**src/rtl/ex_mem_reg.sv**
```systemverilog
// EX/MEM pipeline register for the 5-stage MIPS32 core.
// Carries GPR and HI/LO write-back info from EX to MEM, and holds the
// madd/msub accumulator (partial product plus cycle counter) for EX.
module ex_mem_reg #(
  parameter int unsigned DATA_W   = 32,
  parameter int unsigned ADDR_W   = 5,
  parameter int unsigned NOP_ADDR = 0
) (
  input  logic                  clk,
  input  logic                  rst,
  input  logic [5:0]            stall,
  input  logic                  flush,
  input  logic [ADDR_W-1:0]     ex_wd_addr,
  input  logic                  ex_wreg,
  input  logic [DATA_W-1:0]     ex_wdata,
  input  logic                  ex_whilo,
  input  logic [DATA_W-1:0]     ex_hi,
  input  logic [DATA_W-1:0]     ex_lo,
  input  logic [2*DATA_W-1:0]   hilo_temp_i,
  input  logic [1:0]            cnt_i,
  output logic [ADDR_W-1:0]     mem_wd_addr,
  output logic                  mem_wreg,
  output logic [DATA_W-1:0]     mem_wdata,
  output logic                  mem_whilo,
  output logic [DATA_W-1:0]     mem_hi,
  output logic [DATA_W-1:0]     mem_lo,
  output logic [2*DATA_W-1:0]   hilo_temp_o,
  output logic [1:0]            cnt_o
);

  localparam logic [ADDR_W-1:0] NOP = ADDR_W'(NOP_ADDR);

  // Only the EX and MEM stall bits matter at this boundary.
  logic stall_unused;
  assign stall_unused = ^{stall[5], stall[2:0]};

  logic                ex_stall;
  logic                mem_stall;
  assign ex_stall  = stall[3];
  assign mem_stall = stall[4];

  logic [ADDR_W-1:0]   wd_addr_nxt;
  logic                wreg_nxt;
  logic [DATA_W-1:0]   wdata_nxt;
  logic                whilo_nxt;
  logic [DATA_W-1:0]   hi_nxt;
  logic [DATA_W-1:0]   lo_nxt;
  logic [2*DATA_W-1:0] hilo_temp_nxt;
  logic [1:0]          cnt_nxt;

  // Next-state selection: flush > bubble > capture > hold.
  always_comb begin
    wd_addr_nxt   = mem_wd_addr;
    wreg_nxt      = mem_wreg;
    wdata_nxt     = mem_wdata;
    whilo_nxt     = mem_whilo;
    hi_nxt        = mem_hi;
    lo_nxt        = mem_lo;
    hilo_temp_nxt = hilo_temp_o;
    cnt_nxt       = cnt_o;
    if (flush) begin
      // Abort everything, including an in-flight madd/msub.
      wd_addr_nxt   = NOP;
      wreg_nxt      = 1'b0;
      wdata_nxt     = '0;
      whilo_nxt     = 1'b0;
      hi_nxt        = '0;
      lo_nxt        = '0;
      hilo_temp_nxt = '0;
      cnt_nxt       = 2'd0;
    end else if (ex_stall && !mem_stall) begin
      // Bubble into MEM while the accumulator keeps advancing.
      wd_addr_nxt   = NOP;
      wreg_nxt      = 1'b0;
      wdata_nxt     = '0;
      whilo_nxt     = 1'b0;
      hi_nxt        = '0;
      lo_nxt        = '0;
      hilo_temp_nxt = hilo_temp_i;
      cnt_nxt       = cnt_i;
    end else if (!ex_stall) begin
      // Normal capture; any multicycle op has finished.
      wd_addr_nxt   = ex_wd_addr;
      wreg_nxt      = ex_wreg;
      wdata_nxt     = ex_wdata;
      whilo_nxt     = ex_whilo;
      hi_nxt        = ex_hi;
      lo_nxt        = ex_lo;
      hilo_temp_nxt = '0;
      cnt_nxt       = 2'd0;
    end
  end

  // Output register with asynchronous clear.
  always_ff @(posedge clk or negedge rst) begin
    if (!rst) begin
      mem_wd_addr <= NOP;
      mem_wreg    <= 1'b0;
      mem_wdata   <= '0;
      mem_whilo   <= 1'b0;
      mem_hi      <= '0;
      mem_lo      <= '0;
      hilo_temp_o <= '0;
      cnt_o       <= 2'd0;
    end else begin
      mem_wd_addr <= wd_addr_nxt;
      mem_wreg    <= wreg_nxt;
      mem_wdata   <= wdata_nxt;
      mem_whilo   <= whilo_nxt;
      mem_hi      <= hi_nxt;
      mem_lo      <= lo_nxt;
      hilo_temp_o <= hilo_temp_nxt;
      cnt_o       <= cnt_nxt;
    end
  end

endmodule

```
**config.mk**
```make
export PLATFORM = sky130hd
export DESIGN_NAME = ex_mem_reg
export DESIGN_NICKNAME = d
export VERILOG_FILES = /design/src/rtl/ex_mem_reg.sv
export SDC_FILE = /design/constraint.sdc
export NUM_CORES = 1
export LEC_CHECK = 0
export ABC_AREA = 1
export CAP_MARGIN = 20
export CORE_AREA = 2 2 134 136
export CTS_BUF_LIST = sky130_fd_sc_hd__clkbuf_2
export DETAILED_ROUTE_END_ITERATION = 7
export DIE_AREA = 0 0 136 138
export DONT_BUFFER_PORTS = 1
export GPL_TIMING_DRIVEN = 0
export HOLD_SLACK_MARGIN = 0.03
export PLACE_DENSITY = 0.55
export SYNTH_ARGS = -nofsm -noshare
export SYNTH_HDL_FRONTEND = slang
export SYNTH_SLANG_ARGS = --single-unit
```
**constraint.sdc**
```tcl
create_clock -name clk -period 1.03 [get_ports clk]
set_input_delay 0.206 -clock clk [delete_from_list [all_inputs] [get_ports clk]]
set_output_delay 0.206 -clock clk [all_outputs]
set_load 0.02 [all_outputs]
```
==> results of run 1 <==
[kinds of logic after synthesis]
logic type,synth area share
buffers and inverters,0.0733
flip-flops,0.583
AND/OR/NAND/NOR,0.344
[metrics by stage]
stage,hold WS [ns],TNS [ns],std cells,worst slack [ns],cell area (µm²)
2_1_floorplan,-0.0896,0,767,0.154,7260
3_3_place_gp,-0.0854,-20.05,996,-0.241,7540
3_5_place_dp,-0.0846,-22.75,996,-0.228,7540
[cell usage after synthesis]
cell | instances | share of area
buf_4 | 16 | 0.017
dfrtp_1 | 169 | 0.58
nand4_1 | 235 | 0.20
nand2_1 | 272 | 0.14
buf_8 | 1 | 0.0021
buf_2 | 50 | 0.034
inv_2 | 2 | 0.0010
clkbuf_1 | 13 | 0.0067
nor2_2 | 1 | 0.00086
buf_6 | 8 | 0.012
==> results.md, run 1 <==
* Outcome: did not finish
* Stopped at: 4_1_cts
* Stop err: [ERROR RSZ-0060] Max buffer count reached.
* Hold Buf Count CTS at 206
* I/O pin cnt at 347
* Post-CTS Resized at 169
* Die W at 136 µm
* Die span in y at 138 µm
* Yosys reg bits at 169
* Root Buffer Master: clkbuf_2
* Dpl hpwl at 16000 µm
* Post-synthesis sequential area ratio at 0.583
* Postcts setup bufs at 0
* GPL Wtd Cong at 0.865
* Distinct cells, synth at 10
* Yosys warnings at 0
* Port Buffer Count at 0
* Mapped Cells at 767
* Syn Nets at 945
* Clock sink count at 169
* H-tree depth at 4
* Initial Util at 0.414
* Synthesized area at 0.00726 mm²
* Clock Tree Buf Depth at 2
* Post-Syn Area per Cell at 9.46 µm²
* Cts bufs inserted at 17
* Rows at 49
==> run 2, diff against run 1 <==
- CORE_AREA: 2 2 134 136 -> not set
- CORE_UTILIZATION: not set -> 39
- CTS_BUF_LIST: sky130_fd_sc_hd__clkbuf_2 -> not set
- DIE_AREA: 0 0 136 138 -> not set
- HOLD_SLACK_MARGIN: 0.03 -> not set
- PLACE_DENSITY: 0.55 -> not set
- PLACE_DENSITY_LB_ADDON: not set -> 0.15
==> run 2 against run 1 <==
Against the previous run:
- the flow now finishes, with violations (DRC, hold timing, setup timing)
- area after synthesis stayed put
- synthesized cell count stayed put
==> results.md, run 2 <==
* Max Clk Rate at 0.912 GHz
* Slew @ Worst Pin at 0.532 ns
* Root Buffer Master: clkbuf_16 (was clkbuf_2)
* Initial Util at 0.401 (was 0.414)
* Period Utilization, post-route at 1.07
* Register clock-pin slew on the reported worst setup and hold paths at 0.07 ns
* Dpl hpwl at 16500 µm (was 16000 µm)
* Mapped Cells at 767 (unchanged)
* Largest Register: hilo_temp_o
* Final wirelength at 24500 µm
* Hold Buf Count CTS at 169 (was 206)
* Clock Skews at 0 ns
* Number of flip-flops in the largest register at 64
* WL per Instance at 20.4 µm
* Cell with the most instances after synthesis: nand2_1 (unchanged)
* CP Class: flip-flop to primary output
* DR DRC count at 38
* Most frequent cells in the layout: nand2_1, nand4_1, dfrtp_2, dlygate4sd3_1, buf_2
* Peak VDD IR at 0.00103 V
* Syn Nets at 945 (unchanged)
* DR iter-0 viols at 463
* PnR worst setup slack at -0.0671 ns
* CTS tree: done
* Worst Path Arrival at 0.89 ns
* Startpoint Class: flip-flop
* Core area at 0.0181 mm²
* Max_cap viols at 0
* Synthesized area at 0.00726 mm² (unchanged)
* R2R Setup Slk at 0.25 ns
* Dominant synthesized flop cell: dfrtp_1 (unchanged)
* Worst EP required at 0.82 ns
* Largest net degree at the start of global routing at 170
* Via count at 6772
* EDFF count, synth at 0 (unchanged)
* Failing checks: DRC, hold timing, setup timing
* Die W at 138 µm (was 136 µm)
* Lkg Pwr at 4.73 nW
* I/O pin cnt at 347 (unchanged)
* Postcts setup bufs at 0 (unchanged)
* Synth top area cells: dfrtp_1, nand4_1, nand2_1, buf_2, buf_4 (unchanged)
* Cts bufs inserted at 17 (unchanged)
* Yosys warnings at 0 (unchanged)
* Clock Tree Buf Depth at 2 (unchanged)
* Critical R2R Launch: mem_lo[9]
* Worst setup path start: mem_wd_addr[4]
* Slew HR at 0.645
* WHS at -0.513 ns
* Rows at 49 (unchanged)
* Port Buffer Count at 0 (unchanged)
* Distinct cells, synth at 10 (unchanged)
* Unrepaired setup endpoints after global routing: true
* Post-synth top cells: nand2_1, nand4_1, dfrtp_1, buf_2, buf_4 (unchanged)
* Total power at 15.0 mW
* Worst R2R End: mem_lo[9]
* Tmin final at 1.10 ns
* Final nets at 1133
* Share of the synthesized area in the top cell type at 0.583 (unchanged)
* Worst hold-check path type: primary input to asynchronous set/reset pin
* Most common cell after layout, fill and taps aside: nand2_1
* Antenna violations before repair at 2
* Die Area at 0.0192 mm²
* DRT antenna net count at 0
* PwrDens at 1500 mW/mm²
* Die span in y at 138 µm (about the same)
* Vias/cell at 5.65
* Worst Setup End Kind: primary output
* Layout Utilization at 0.552
* Post-synthesis sequential area ratio at 0.583 (unchanged)
* Tot GR Track Use at 0.256
* R2r worst-path depth at 2
* Clock latency on the worst-skew pair at 0.40 ns
* Dominant cell type by area after synthesis: dfrtp_1 (unchanged)
* Slew Viols, Final at 0
* Clock sink count at 169 (unchanged)
* Share of cells above drive strength 1 at 0.286
* Post-Syn Area per Cell at 9.46 µm² (unchanged)
* First-pass GRT wire length at 38300 µm
* Outcome: finished, violations left (was did not finish)
* Final hold violations at 169
* Async SR Flop Fraction at 1.00 (unchanged)
* GPL Wtd Cong at 0.846 (was 0.865)
* Yosys reg bits at 169 (unchanged)
* H-tree depth at 4 (unchanged)
* GRT overflow at 0
* Area growth syn-to-layout at 37.6%
* DR pass1 iterations at 8
* # setup viols final at 169
* Vias in the first global route at 6895
* Max FO, Critical Path at 2
## run 2: cell counts after synthesis
Identical to the previous run, type by type.
## run 2: layout make-up
class	count	area, µm²
Clock inverter	12	91.3
Tap cell	229	287
Antenna cell	2	5.00
Buffer	88	524
Sequential cell	169	4440
Multi-Input combinational cell	508	2500
Fill cell	1546	8100
Clock buffer	20	447
Timing Repair Buffer	169	1690
Inverter	2	7.51
## run 2: worst max-delay path by stage
stage / to / slack (ns) / depth (start not counted)
after global placement: hilo_temp_o[6] / -0.21 / 5
final: mem_wd_addr[4] / -0.07 / 0
after detailed placement: hilo_temp_o[15] / -0.22 / 5
after CTS: mem_wd_addr[4] / -0.09 / 0
after floorplan: mem_wdata[10] / 0.15 / 5
after global routing: mem_lo[2] / -0.1 / 0
## run 2: kinds of logic after synthesis
group                  count (synthesis)  share of synthesized area
buffers and inverters                 90                     0.0733
AND/OR/NAND/NOR                      508                      0.344
flip-flops                           169                      0.583
## run 2: repair_timing
action / in CTS / in global routing
endpoints found under the setup margin: 169 / 169
endpoints found under the hold margin: 338 / 169
resized for setup: 169 / 0
## run 2: per-layer routing
metal	wire (µm)	share of wire	track usage
met2	12500	0.51	0.446
met3	2110	0.086	0.0807
met1	9220	0.38	0.296
met4	652	0.027	0.0952
met5	0	0	0
## run 2: power by group
| group | switching [mW] | internal [mW] |
|---|---|---|
| Clock | 2.70 | 3.18 |
| Combinational | 0.820 | 0.724 |
| Sequential | 0.600 | 6.96 |
| Total | 4.12 | 10.9 |
## run 2: stage by stage
step	instances	worst slack (ns)	instance area [µm²]	TNS (ns)	hold slack [ns]
after floorplan	767	0.154	7260	0	-0.0896
after global placement	996	-0.206	7540	-22.90	-0.0857
after detailed placement	996	-0.217	7540	-25.58	-0.0849
after CTS	1197	-0.0913	9990	-11.59	-0.534
after global routing	1199	-0.0994	9990	-13.26	-0.543
final	1199	-0.0671	9990	-8.11	-0.513
(Power assumes the default switching activity.)
==> run 3, diff against run 2 <==
- TNS_END_PERCENT: not set -> 50
==> results of run 3 <==
Final layout, timing and power as in run 2 (identical DEF).
